$ cat config.mk
export PLATFORM = sky130hd
export DESIGN_NAME = eth_irq_gateway
export DESIGN_NICKNAME = d
export VERILOG_FILES = /design/src/rtl/eth_irq_gateway.sv
export SDC_FILE = /design/constraint.sdc
export NUM_CORES = 1
export LEC_CHECK = 0
export ABC_AREA = 1
export CORE_MARGIN = 4
export CORE_UTILIZATION = 51
export DETAILED_ROUTE_END_ITERATION = 8
export GPL_TIMING_DRIVEN = 0
export PLACE_DENSITY = 0.82
export SETUP_SLACK_MARGIN = 0.02
export SKIP_LAST_GASP = 1
export SYNTH_ARGS = -nofsm -noshare
export SYNTH_HDL_FRONTEND = slang
export SYNTH_SLANG_ARGS = --single-unit
export TNS_END_PERCENT = 30
$ cat constraint.sdc
create_clock -name clk_i -period 5.6 [get_ports clk_i]
set_input_delay 1.68 -clock clk_i [delete_from_list [all_inputs] [get_ports clk_i]]
set_output_delay 1.68 -clock clk_i [all_outputs]
set_load 0.03 [all_outputs]
$ cat src/rtl/eth_irq_gateway.sv
// eth_irq_gateway
//   PLIC-style interrupt target for the Ethernet core. Each level-sensitive
//   source runs a small gateway FSM (IDLE/PENDING/CLAIMED). PENDING sources
//   whose priority exceeds the threshold are arbitrated combinationally:
//   the highest priority wins, and ties go to the lowest ID. irq_o is the
//   registered "any eligible" flag.
//
// Ports
//   clk_i, reset_n_i   clock, asynchronous active-low reset
//   src_pending_i      level pending per source (bit k = source ID k+1)
//   cfg_v_i/id/data    config write: id 0 = threshold, 1..N = source priority
//   claim_v_i          host claim strobe; claims the source shown on claim_id_o
//   claim_id_o         current winning source ID, 0 = none
//   complete_v_i/id    host complete strobe for a CLAIMED source
//   irq_o              interrupt request to host
//   dbg_state_o        gateway states, 2 bits per source (source 1 in [1:0])
//
// Handshake: cfg_v_i, claim_v_i and complete_v_i are single-cycle strobes
// with no ready. Each strobe is acted on at the rising edge where it is high
// and is always accepted; a strobe that names nothing valid is dropped.
module eth_irq_gateway #(
  parameter int num_src_p    = 2,
  parameter int prio_width_p = 3,
  parameter int id_width_p   = $clog2(num_src_p + 1)
) (
  input  logic                      clk_i,
  input  logic                      reset_n_i,
  input  logic [num_src_p-1:0]      src_pending_i,
  input  logic                      cfg_v_i,
  input  logic [id_width_p-1:0]     cfg_id_i,
  input  logic [prio_width_p-1:0]   cfg_data_i,
  input  logic                      claim_v_i,
  output logic [id_width_p-1:0]     claim_id_o,
  input  logic                      complete_v_i,
  input  logic [id_width_p-1:0]     complete_id_i,
  output logic                      irq_o,
  output logic [2*num_src_p-1:0]    dbg_state_o
);

  typedef enum logic [1:0] {
    ST_IDLE    = 2'd0,
    ST_PENDING = 2'd1,
    ST_CLAIMED = 2'd2
  } gw_state_t;

  gw_state_t                r_state [num_src_p];
  gw_state_t                w_next  [num_src_p];
  logic [prio_width_p-1:0]  r_prio  [num_src_p];
  logic [prio_width_p-1:0]  r_thresh;
  logic                     r_irq;

  logic [id_width_p-1:0]    w_best_id;
  logic [prio_width_p-1:0]  w_best_prio;
  logic                     w_any_elig;

  // Arbitration. The strict '>' keeps the earlier (lower) ID on ties.
  // Priority 0 can never beat a threshold that is at least 0.
  always_comb begin
    w_best_id   = '0;
    w_best_prio = '0;
    w_any_elig  = 1'b0;
    for (int k = 0; k < num_src_p; k++) begin
      if (r_state[k] == ST_PENDING && r_prio[k] > r_thresh) begin
        if (!w_any_elig || r_prio[k] > w_best_prio) begin
          w_best_id   = id_width_p'(k + 1);
          w_best_prio = r_prio[k];
        end
        w_any_elig = 1'b1;
      end
    end
  end

  assign claim_id_o = w_best_id;
  assign irq_o      = r_irq;

  // Gateway next state. A claim beats a same-cycle level drop. A complete
  // only matches a CLAIMED source, so a same-ID claim+complete cannot collide.
  always_comb begin
    for (int k = 0; k < num_src_p; k++) begin
      w_next[k] = r_state[k];
      case (r_state[k])
        ST_IDLE: begin
          if (src_pending_i[k]) w_next[k] = ST_PENDING;
        end
        ST_PENDING: begin
          if (claim_v_i && claim_id_o == id_width_p'(k + 1))
            w_next[k] = ST_CLAIMED;
          else if (!src_pending_i[k])
            w_next[k] = ST_IDLE;
        end
        ST_CLAIMED: begin
          if (complete_v_i && complete_id_i == id_width_p'(k + 1))
            w_next[k] = ST_IDLE;
        end
        default: w_next[k] = ST_IDLE;
      endcase
    end
  end

  always_ff @(posedge clk_i or negedge reset_n_i) begin
    if (!reset_n_i) begin
      for (int k = 0; k < num_src_p; k++) r_state[k] <= ST_IDLE;
    end else begin
      for (int k = 0; k < num_src_p; k++) r_state[k] <= w_next[k];
    end
  end

  // Config registers. Out-of-range IDs match nothing and are dropped.
  always_ff @(posedge clk_i or negedge reset_n_i) begin
    if (!reset_n_i) begin
      r_thresh <= '0;
      for (int k = 0; k < num_src_p; k++) r_prio[k] <= '0;
    end else if (cfg_v_i) begin
      if (cfg_id_i == '0) r_thresh <= cfg_data_i;
      for (int k = 0; k < num_src_p; k++) begin
        if (cfg_id_i == id_width_p'(k + 1)) r_prio[k] <= cfg_data_i;
      end
    end
  end

  always_ff @(posedge clk_i or negedge reset_n_i) begin
    if (!reset_n_i) r_irq <= 1'b0;
    else            r_irq <= w_any_elig;
  end

  always_comb begin
    dbg_state_o = '0;
    for (int k = 0; k < num_src_p; k++) dbg_state_o[2*k +: 2] = r_state[k];
  end

endmodule
[Yosys cells after proc, flatten, opt, wreduce, memory -nomap -nowiden]
Index checks and enable logic that the tools add are counted.
Operators by class
  magnitude comparators: 3
  equality and inequality tests: 16
  muxes and demuxes: 16
  reduce and logical (&&, ||, !) cells: 16
Operators with widths (count)
  2-bit 2-to-1 mux: 10
  2-bit case mux with 3 select lines: 2
  2-bit by 1-bit == test with 1-bit output (second input constant): 5
  2-bit == test (second input constant): 5
  3-bit > comparator: 3
  2-bit inequality test (second input constant): 4
  1-bit logical AND: 6
  2-bit zero test: 3
  3-bit by 2-bit inequality test with 1-bit output (second input constant): 2
  2-bit AND reduction: 3
  3-bit AND reduction: 2
  1-bit 2-to-1 mux: 3
  3-bit 2-to-1 mux: 1
  1-bit zero test: 1
  1-bit logical OR: 1
Word-level totals
  register bits: 14
  input port bits: 14
  output and inout bits: 7

[Longest topological paths before layout]
Gate-level depths: netlist of the first run.
  depth in word-level cells: 11
  depth in mapped cells: 17
  depth with buffers taken out: 17

[Least setup slack after synthesis of the first run]
Ideal clock, no wire load.
  path kind: register to output
  from: reg r_prio[5] (netlist name)
  to: out claim_id_o[1]
  arrival time: 2.142 ns
  data required time: 3.920 ns
  slack: 1.778 ns
  stages on the path, launching flop included: 11
  buffers on the path: 0
  cells stage by stage: dfrtp_1 ha_1 nand3_1 nand3_2 nor2_8 nand2_1 ha_1 nand3_1 nand2_1 nand2_2 a21oi_1
On the way
  cells in the longest elaborated chain, start to end: 7
  elaborated cells between the ends (all ways): 9
RTL lines
  from (decl): RTL line 48  | logic [prio_width_p-1:0] r_prio [num_src_p];
  from (signal, indexed assignment): RTL line 116  | if (cfg_id_i == id_width_p'(k + 1)) r_prio[k] <= cfg_data_i;
  3-bit > comparator: RTL line 63  | if (r_state[k] == ST_PENDING && r_prio[k] > r_thresh) begin
  1-bit logical AND: RTL line 63
  3-bit 2-to-1 mux or 1-bit 2-to-1 mux (tied branches): RTL line 63
  3-bit > comparator or 1-bit zero test (tied branches): RTL line 64  | if (!w_any_elig || r_prio[k] > w_best_prio) begin
  1-bit logical OR (*): RTL line 64
  2-bit 2-to-1 mux (*): RTL line 64
  2-bit 2-to-1 mux (*): RTL line 63
  to (decl): RTL line 33  | output logic [id_width_p-1:0] claim_id_o,
Mark *: on every way between the ends. The rest lies on a longest branch, timed or not.

[Worst setup path after layout of the first run]
  from: reg r_prio[5] (netlist name)
  to: out claim_id_o[0]
On the way
  cells in the longest elaborated chain, start to end: 7
  elaborated cells between the ends (all ways): 10
RTL lines (RTL line)
  3-bit > comparator: 63
  1-bit logical AND: 63
  3-bit 2-to-1 mux or 1-bit 2-to-1 mux (tied branches): 63
  3-bit > comparator or 1-bit zero test (tied branches): 64
  1-bit logical OR: 64
  2-bit 2-to-1 mux: 64
  2-bit 2-to-1 mux (*): 63
Marked as above.

==> results of run 1 <==
synthesized netlist by cell type, types with 2 or more instances:
cell type,instances,area [um^2]
nor2_2,5,31.3
nand3_1,9,45.0
nor2_1,2,7.51
ha_1,9,113
inv_1,18,67.6
dfrtp_1,14,350
nand3_2,2,20.0
a21oi_1,3,15.0
nand2_1,23,86.3
nand2_2,3,18.8
nor3b_1,2,15.0
o21ai_0,10,50.1
routing by layer:
metal / global-route usage (%) / routed length [um] / vias to the layer above
met3: 3.06 / 45 / 7
li1: - / - / 388
met4: 10.4 / 55 / 0
met5: 0 / 0 / -
met2: 29.5 / 997 / 11
met1: 21.1 / 785 / 371
worst paths after layout:
path                            from        endpoint  cells after the start
max                        r_prio[5]   claim_id_o[0]                     12
min                        r_prio[3]       r_prio[3]                      2
max reg2reg                r_prio[5]  dbg_state_o[3]                     12
min reg2reg                r_prio[3]       r_prio[3]                      2
max in group asynchronous  reset_n_i     r_thresh[2]                      1
min in group asynchronous  reset_n_i     r_thresh[0]                      1
where the power goes:
part	total, mW	leakage (nW)	internal [mW]	switching, mW
clock network	0.0737	0.0210	0.0396	0.0341
logic	0.234	0.371	0.0943	0.140
registers	0.145	0.176	0.126	0.0189
final cells by class:
| class | count | area (um^2) |
|---|---|---|
| multi-input combinational | 72 | 443 |
| fill | 110 | 434 |
| sequential | 14 | 350 |
| timing repair buffer | 20 | 200 |
| inverter | 20 | 75.1 |
| clock buffer | 4 | 36.3 |
| tap | 16 | 20.0 |
logic make-up (layout without fill, tap and decap cells):
group	Yosys count	after routing	synth area share [%]
buf+inv	20	44	8.64
compound gates	15	15	9.08
fa+ha+maj	9	9	13.0
simple gates	48	48	29.0
flops	14	14	40.3
sequential cells by signal (all words and copies together) (netlist names):
| signal | flops |
|---|---|
| r_thresh | 3 |
| r_prio | 6 |
| irq_o | 1 |
| dbg_state_o | 4 |
stage by stage:
step	utilization [%]	hold slack, ps	std cells	setup slack, ps	total power [mW]
after floorplan	-	453	106	1780	0.303
after global placement	69.8	471	142	1330	0.370
after detailed placement	69.8	481	142	1280	0.381
after CTS	72.2	502	146	970	0.455
after global routing	72.2	534	146	824	0.486
final	72.2	498	146	968	0.453
worst reg2reg max path, delay by kind of cell (launching register included):
kind | cells | cell delay, ps
adder cells (fa/ha/maj) | 2 | 650
AO/OA/AOI/OAI | 2 | 250
AND/OR/NAND/NOR | 8 | 770
flip-flops | 1 | 420
==> flow_summary_export.csv, run 1 <==
group,metric,value,unit
routing,ant_nets,0,
job,maxCapViolCount,0,
timing,worst_pin_slew,629,ps
global_routing,grt_start_max_net_pins,15,
global_routing,grt_pass1_vias,759,
layout,drive_above_1_share,13.1,%
logic_synthesis,ys.flop_type,"dfrtp_1",
clock_tree,htree_levels,1,
logic_synthesis,synth_warnings,0,
layout,fin_nets,154,
critical_path,cpMaxStageDelayCell,"clkdlybuf4s50_1",
timing,maxSlewViolCount,0,
floorplanning,start_util,55.7,%
layout,postLayoutCellArea,1120,um^2
global_routing,overflow,0,
critical_path,max_stage_delay,660,ps
clock_tree,cts_made_buffers,3,
timing,finClkSkew,2.83,ps
floorplanning,fp.dieArea,2430,um^2
clock_tree,cts_setup_buffers,0,
clock_tree,cts_sinks,14,
min_path,min_path_type,"flop to flop",
clock_tree,cts_resized,0,
pwr,cellPowerDensity,403,nW/um^2
floorplanning,die_height,49.3,um
routing,viasPerCell,5.32,
floorplanning,coreArea,1560,um^2
logic_synthesis,synth_edf_count,0,
critical_path,crit_arrival,2950,ps
critical_path,crit_family,"buffers and inverters",
critical_path,critPathMaxFanout,6,
global_routing,grtUsageTotal,17.7,%
timing,slew_headroom,57.9,%
clock_tree,postCtsHoldBufs,0,
routing,wl_per_cell,12.9,um
layout,synthToLayoutAreaGrowth,29.5,%
logic_synthesis,syn_area,868,um^2
global_routing,antenna_found_initial,0,
clock_tree,clk_latency,280,ps
floorplanning,die-width,49.3,um
pwr,vdd_ir_drop_max,262,uV
place,place.gp.congestion,0.762,
routing,first_pass_iters,5,
place,place_area,1090,um^2
critical_path,critical_path_class,"flop to output pin",
layout,diodes,0,
logic_synthesis,postSynthAreaPerCell,8.19,um^2
timing,finalSetupTns,0,ps
critical_path,r2r_slack,3390,ps
global_routing,grt_pass1_wl,3270,um
timing,period_share,82.7,%
pwr,power_leakage,0.569,nW
clock_tree,path_clk_slew,80,ps
place,place.port_buffers,20,
critical_path,critPathLaunchType,"flop",
clock_tree,cts.path.max_buffers,2,
clock_tree,cts_tree,"done",
critical_path,path_cells,"ha_1, nand3_1, nand3_2, nor2_8, nand2_1, ha_1, a21oi_1, nand2_1, nand2_2, o21ai_2, inv_1, clkdlybuf4s50_1",
place,post-dp-hpwl,1560,um
routing,wirelength,1880,um
logic_synthesis,ys_ff_latch,14,
layout,final_common_cell,"nand2_1",
timing,rsz0062_at_grt,"false",
logic_synthesis,ys_types,18,
logic_synthesis,ys_seq_area_share,40.3,%
floorplanning,io_pins,21,
clock_tree,root_buffer,"clkbuf_4",
status,status,"finished clean",
critical_path,cp_num_buf_inv,2,
timing,hold_viol_final,0,
routing,dr_total_vias,777,
routing,drt-initial-drc-count,10,
layout,final_cell_mix,"nand2_1 (23), clkdlybuf4s50_1 (20), inv_1 (18)",
logic_synthesis,async_flop_share,100,%
timing,fmaxAchievable,216,MHz
critical_path,cp-end-kind,"output pin",
floorplanning,row_count,14,
timing,fin_crit,4630,ps
timing,finalSetupViolCount,0,
logic_synthesis,syn-num-nets,129,
logic_synthesis,syn_inst,106,
routing,drc_errors,0,
critical_path,cp.required,3920,ps
(Power assumes the default switching activity.)
==> inputs of run 2 (changes only) <==
Settings changed: CORE_UTILIZATION 51 to 43, PLACE_DENSITY 0.82 to 0.74.
Clock period 5.6 ns to 3.8 ns, I/O delays scaled along.
==> flow_summary_export.csv, run 2 (synthesized netlist as in run 1, its figures left out) <==
group,metric,value,unit
floorplanning,coreArea,1820,um^2
routing,ant_nets,0,
timing,fmaxAchievable,276,MHz
place,post-dp-hpwl,1380,um
layout,fin_nets,154,
place,place_ws,30.8,ps
layout,fillers,171,
critical_path,max_stage_delay,410,ps
timing,finClkSkew,3.96,ps
layout,top_register,"r_prio",
timing,slew_headroom,59.0,%
place,place.gp.congestion,0.819,
clock_tree,cts.path.max_buffers,2,
clock_tree,htree_levels,1,
layout,final_common_cell,"nand2_1",
layout,final_util,61.9,%
timing,hold_viol_final,0,
layout,largest_register_ffs,6,
floorplanning,die-width,52.9,um
critical_path,cpMaxStageDelayCell,"dfrtp_1",
clock_tree,cts_made_buffers,3,
routing,drc_errors,0,
routing,wirelength,1660,um
critical_path,timing.rr.start,"r_prio[5]",
floorplanning,die_height,52.9,um
pwr,cellPowerDensity,577,nW/um^2
global_routing,grt_pass1_wl,2970,um
critical_path,crit_arrival,2480,ps
min_path,holdCritStartpoint,"r_thresh[1]",
routing,first_pass_iters,4,
critical_path,critPathMaxFanout,6,
floorplanning,io_pins,21,
status,status,"finished clean",
critical_path,cp-startpoint,"r_prio[5]",
clock_tree,root_buffer,"clkbuf_4",
layout,diodes,0,
global_routing,grtUsageTotal,14.7,%
timing,finalSetupViolCount,0,
timing,period_share,95.3,%
global_routing,overflow,0,
routing,dr_total_vias,708,
critical_path,critical_path_class,"flop to output pin",
clock_tree,cts_sinks,14,
global_routing,antenna_found_initial,0,
global_routing,grt_start_max_net_pins,15,
timing,worst_pin_slew,613,ps
global_routing,grt_pass1_vias,703,
routing,viasPerCell,4.57,
pwr,vdd_ir_drop_max,309,uV
floorplanning,fp.dieArea,2800,um^2
critical_path,cp.required,2660,ps
floorplanning,start_util,47.7,%
timing,rsz0062_at_grt,"true",
job,maxCapViolCount,0,
pwr,p_total,0.650,mW
floorplanning,row_count,15,
clock_tree,cts_tree,"done",
critical_path,cp-end-kind,"output pin",
layout,drive_above_1_share,14.6,%
layout,final_cell_mix,"nand2_1 (23), inv_1 (18), clkdlybuf4s50_1 (18)",
critical_path,path_cells,"ha_1, nand3_1, nand3_2, nor2_8, nand2_1, ha_1, nand3_1, nand2_1, nand2_2, o21ai_2, inv_1, clkbuf_2",
layout,synthToLayoutAreaGrowth,29.7,%
clock_tree,path_clk_slew,90,ps
place,place.port_buffers,20,
pwr,power_leakage,0.571,nW
timing,maxSlewViolCount,0,
layout,final_cell_count_no_fill,155,
place,place_inst,151,
min_path,min_path_type,"flop to flop",
routing,wl_per_cell,10.7,um
routing,drt-initial-drc-count,1,
timing,layout_setup_ws,177,ps
clock_tree,postCtsHoldBufs,0,
critical_path,critPathLaunchType,"flop",
clock_tree,clk_latency,290,ps
timing,fin_crit,3620,ps
==> run 2: changes by cell type in the layout (fill, tap and decap cells not counted) <==
cell             previous run  this run
clkdlybuf4s50_1            20        18
clkbuf_2                    0         2
==> run 2: through the flow <==
stage | area (um^2) | hold slack (ps) | setup TNS [ps]
after detailed placement | 1100 | 475 | 0
final | 1130 | 491 | 0
after global routing | 1130 | 564 | -45.3
after floorplan | 868 | 453 | 0
after global placement | 1100 | 473 | 0
after CTS | 1130 | 496 | -17.6
==> run 2: layout make-up <==
type	instances	area [um^2]	area share (%)
Tap cell	25	31.3	2.78
Multi-Input combinational cell	72	443	39.3
Clock buffer	4	36.3	3.22
Sequential cell	14	350	31.1
Inverter	20	75.1	6.67
Timing Repair Buffer	20	190	16.9
==> run 2: final timing paths <==
check / end / slack [ps] / depth (start not counted)
setup / recovery: claim_id_o[0] / 180 / 12
hold / removal: r_thresh[1] / 490 / 2
setup reg to reg: dbg_state_o[3] / 1640 / 12
hold reg to reg: r_thresh[1] / 490 / 2
max in group asynchronous: dbg_state_o[0] / 2170 / 1
min in group asynchronous: r_prio[2] / 1230 / 1
==> run 2: critical path, delay by kind of cell, from the launching register on <==
kind	cells	cell delay, ps
and+or+nand+nor	7	710
adders and majority gates	2	640
buffers and inverters	2	240
AOI/OAI and AO/OA	1	200
DFF	1	410
==> run 2: what timing repair did <==
item / in CTS / in global routing
endpoints found under the setup margin: 2 / 2
gates resized for setup: 2 / 4
setup buffers: 0 / 0
==> run 2: per-layer routing <==
layer	vias up	GRT usage, %	share of wire [%]
li1	386	-	-
met1	305	18.4	46
met2	11	24.0	47
met3	6	2.54	4.1
met4	0	7.66	2.3
met5	-	0	0
==> run 2: power breakdown <==
group          internal [mW]  switching, mW
combinational          0.130          0.197
clock                 0.0584         0.0507
sequential             0.186         0.0273
total                  0.375          0.275
==> inputs of run 3 (changes only) <==
Settings changed: CORE_MARGIN 4 to not set, CORE_UTILIZATION 43 to 40, PLACE_DENSITY 0.74 to 0.69.
==> flow_summary_export.csv, run 3 (synthesized netlist as in run 1, its figures left out) <==
group,metric,value,unit
routing,dr_total_vias,746,
floorplanning,fp.dieArea,2360,um^2
place,place.port_buffers,20,
clock_tree,root_buffer,"clkbuf_4",
timing,slew_headroom,58.5,%
clock_tree,cts_made_buffers,3,
layout,fillers,195,
pwr,vdd_ir_drop_max,427,uV
min_path,min_path_type,"flop to flop",
routing,drc_errors,0,
place,post-dp-hpwl,1420,um
pwr,power_leakage,0.571,nW
clock_tree,htree_levels,1,
global_routing,grtUsageTotal,17.7,%
timing,layout_setup_ws,177,ps
routing,drt-initial-drc-count,12,
layout,final_cell_count_no_fill,157,
global_routing,overflow,0,
floorplanning,die_height,48.6,um
layout,register_area,350,um^2
global_routing,grt_pass1_wl,3190,um
critical_path,cp.required,2660,ps
timing,fin_crit,3620,ps
layout,fin_nets,154,
timing,rsz0062_at_grt,"true",
clock_tree,path_clk_slew,80,ps
layout,diodes,0,
min_path,hold_depth,2,
routing,ant_nets,0,
layout,top_register,"r_prio",
critical_path,worst-r2r-cell-count,12,
global_routing,grt_pass1_vias,761,
layout,multi_input_area,443,um^2
place,place_ws,20.5,ps
routing,first_pass_iters,4,
global_routing,antenna_found_initial,0,
critical_path,critPathMaxFanout,6,
timing,period_share,95.3,%
floorplanning,row_count,16,
timing,finClkSkew,3.88,ps
floorplanning,start_util,43.4,%
place,place_inst,153,
job,maxCapViolCount,0,
place,place.gp.congestion,0.782,
critical_path,critical_path_class,"flop to output pin",
layout,largest_register_ffs,6,
layout,drive_above_1_share,14.6,%
critical_path,crit_arrival,2480,ps
layout,final_cell_mix,"nand2_1 (23), inv_1 (18), clkdlybuf4s50_1 (18)",
timing,fmaxAchievable,276,MHz
critical_path,cp-end-kind,"output pin",
floorplanning,coreArea,2000,um^2
timing,hold_viol_final,0,
timing,maxSlewViolCount,0,
layout,final_common_cell,"nand2_1",
clock_tree,cts_tree,"done",
routing,wl_per_cell,10.6,um
timing,finalSetupViolCount,0,
clock_tree,cts.path.max_buffers,2,
clock_tree,clk_latency,280,ps
global_routing,grt_start_max_net_pins,15,
floorplanning,die-width,48.6,um
status,status,"finished clean",
routing,wirelength,1660,um
critical_path,critPathLaunchType,"flop",
routing,viasPerCell,4.75,
layout,synthToLayoutAreaGrowth,30.0,%
floorplanning,io_pins,21,
timing,hold_slack,494,ps
clock_tree,cts_sinks,14,
timing,worst_pin_slew,621,ps
pwr,cellPowerDensity,576,nW/um^2
[run 3: area by class of cell]
class / instances / share of cell area [%]
sequential: 14 / 31.0
timing repair buffer: 20 / 16.9
tap: 27 / 2.99
multi-input combinational: 72 / 39.2
clock buffer: 4 / 3.22
inverter: 20 / 6.65
[run 3: worst paths after layout]
path	from	endpoint	slack, ps
worst max register to register	r_prio[5]	dbg_state_o[3]	1600
worst min register to register	r_prio[0]	r_prio[0]	490
worst max-delay path	r_prio[5]	claim_id_o[0]	180
worst min-delay path	r_prio[0]	r_prio[0]	490
min in group asynchronous	reset_n_i	r_thresh[0]	1240
max in group asynchronous	reset_n_i	r_prio[4]	2160
[run 3: timing repair]
action / CTS / global route
hold endpoints to repair: 0 / 0
gates resized for setup: 2 / 4
hold buffers: 0 / 0
endpoints found under the setup margin: 2 / 2
setup buffers: 0 / 0
[run 3: routing by layer]
layer	part of all wire, %	wire [um]	vias up	track usage, %
li1	-	-	388	-
met1	47	783	345	22.2
met2	50	828	9	30.8
met3	1.1	19	4	1.89
met4	1.9	32	0	7.35
met5	0	0	-	0
[run 3: power breakdown]
part | switching, mW | internal, mW | leakage (nW)
Clock | 0.0476 | 0.0582 | 0.0210
Combinational | 0.200 | 0.130 | 0.373
Sequential | 0.0284 | 0.186 | 0.176
Total | 0.276 | 0.375 | 0.571
[run 3: through the flow]
| stage | power [mW] | setup TNS, ps | utilization [%] | area [um^2] |
|---|---|---|---|---|
| 2_1_floorplan | 0.446 | 0 | - | 868 |
| 3_3_place_gp | 0.547 | 0 | 55.1 | 1100 |
| 3_5_place_dp | 0.560 | 0 | 55.1 | 1100 |
| 4_1_cts | 0.662 | -22.5 | 56.8 | 1140 |
| 5_1_grt | 0.708 | -30.4 | 56.4 | 1130 |
| 6_report | 0.651 | 0 | 56.4 | 1130 |
[run 3: critical path: stages (launching register included)]
cell,delay (ps)
dfrtp_1,410
ha_1,330
nand3_1,110
nand3_2,120
nor2_8,170
nand2_1,70
ha_1,310
nand3_1,80
nand2_1,90
nand2_2,80
o21ai_2,200
inv_1,60
clkbuf_2,180
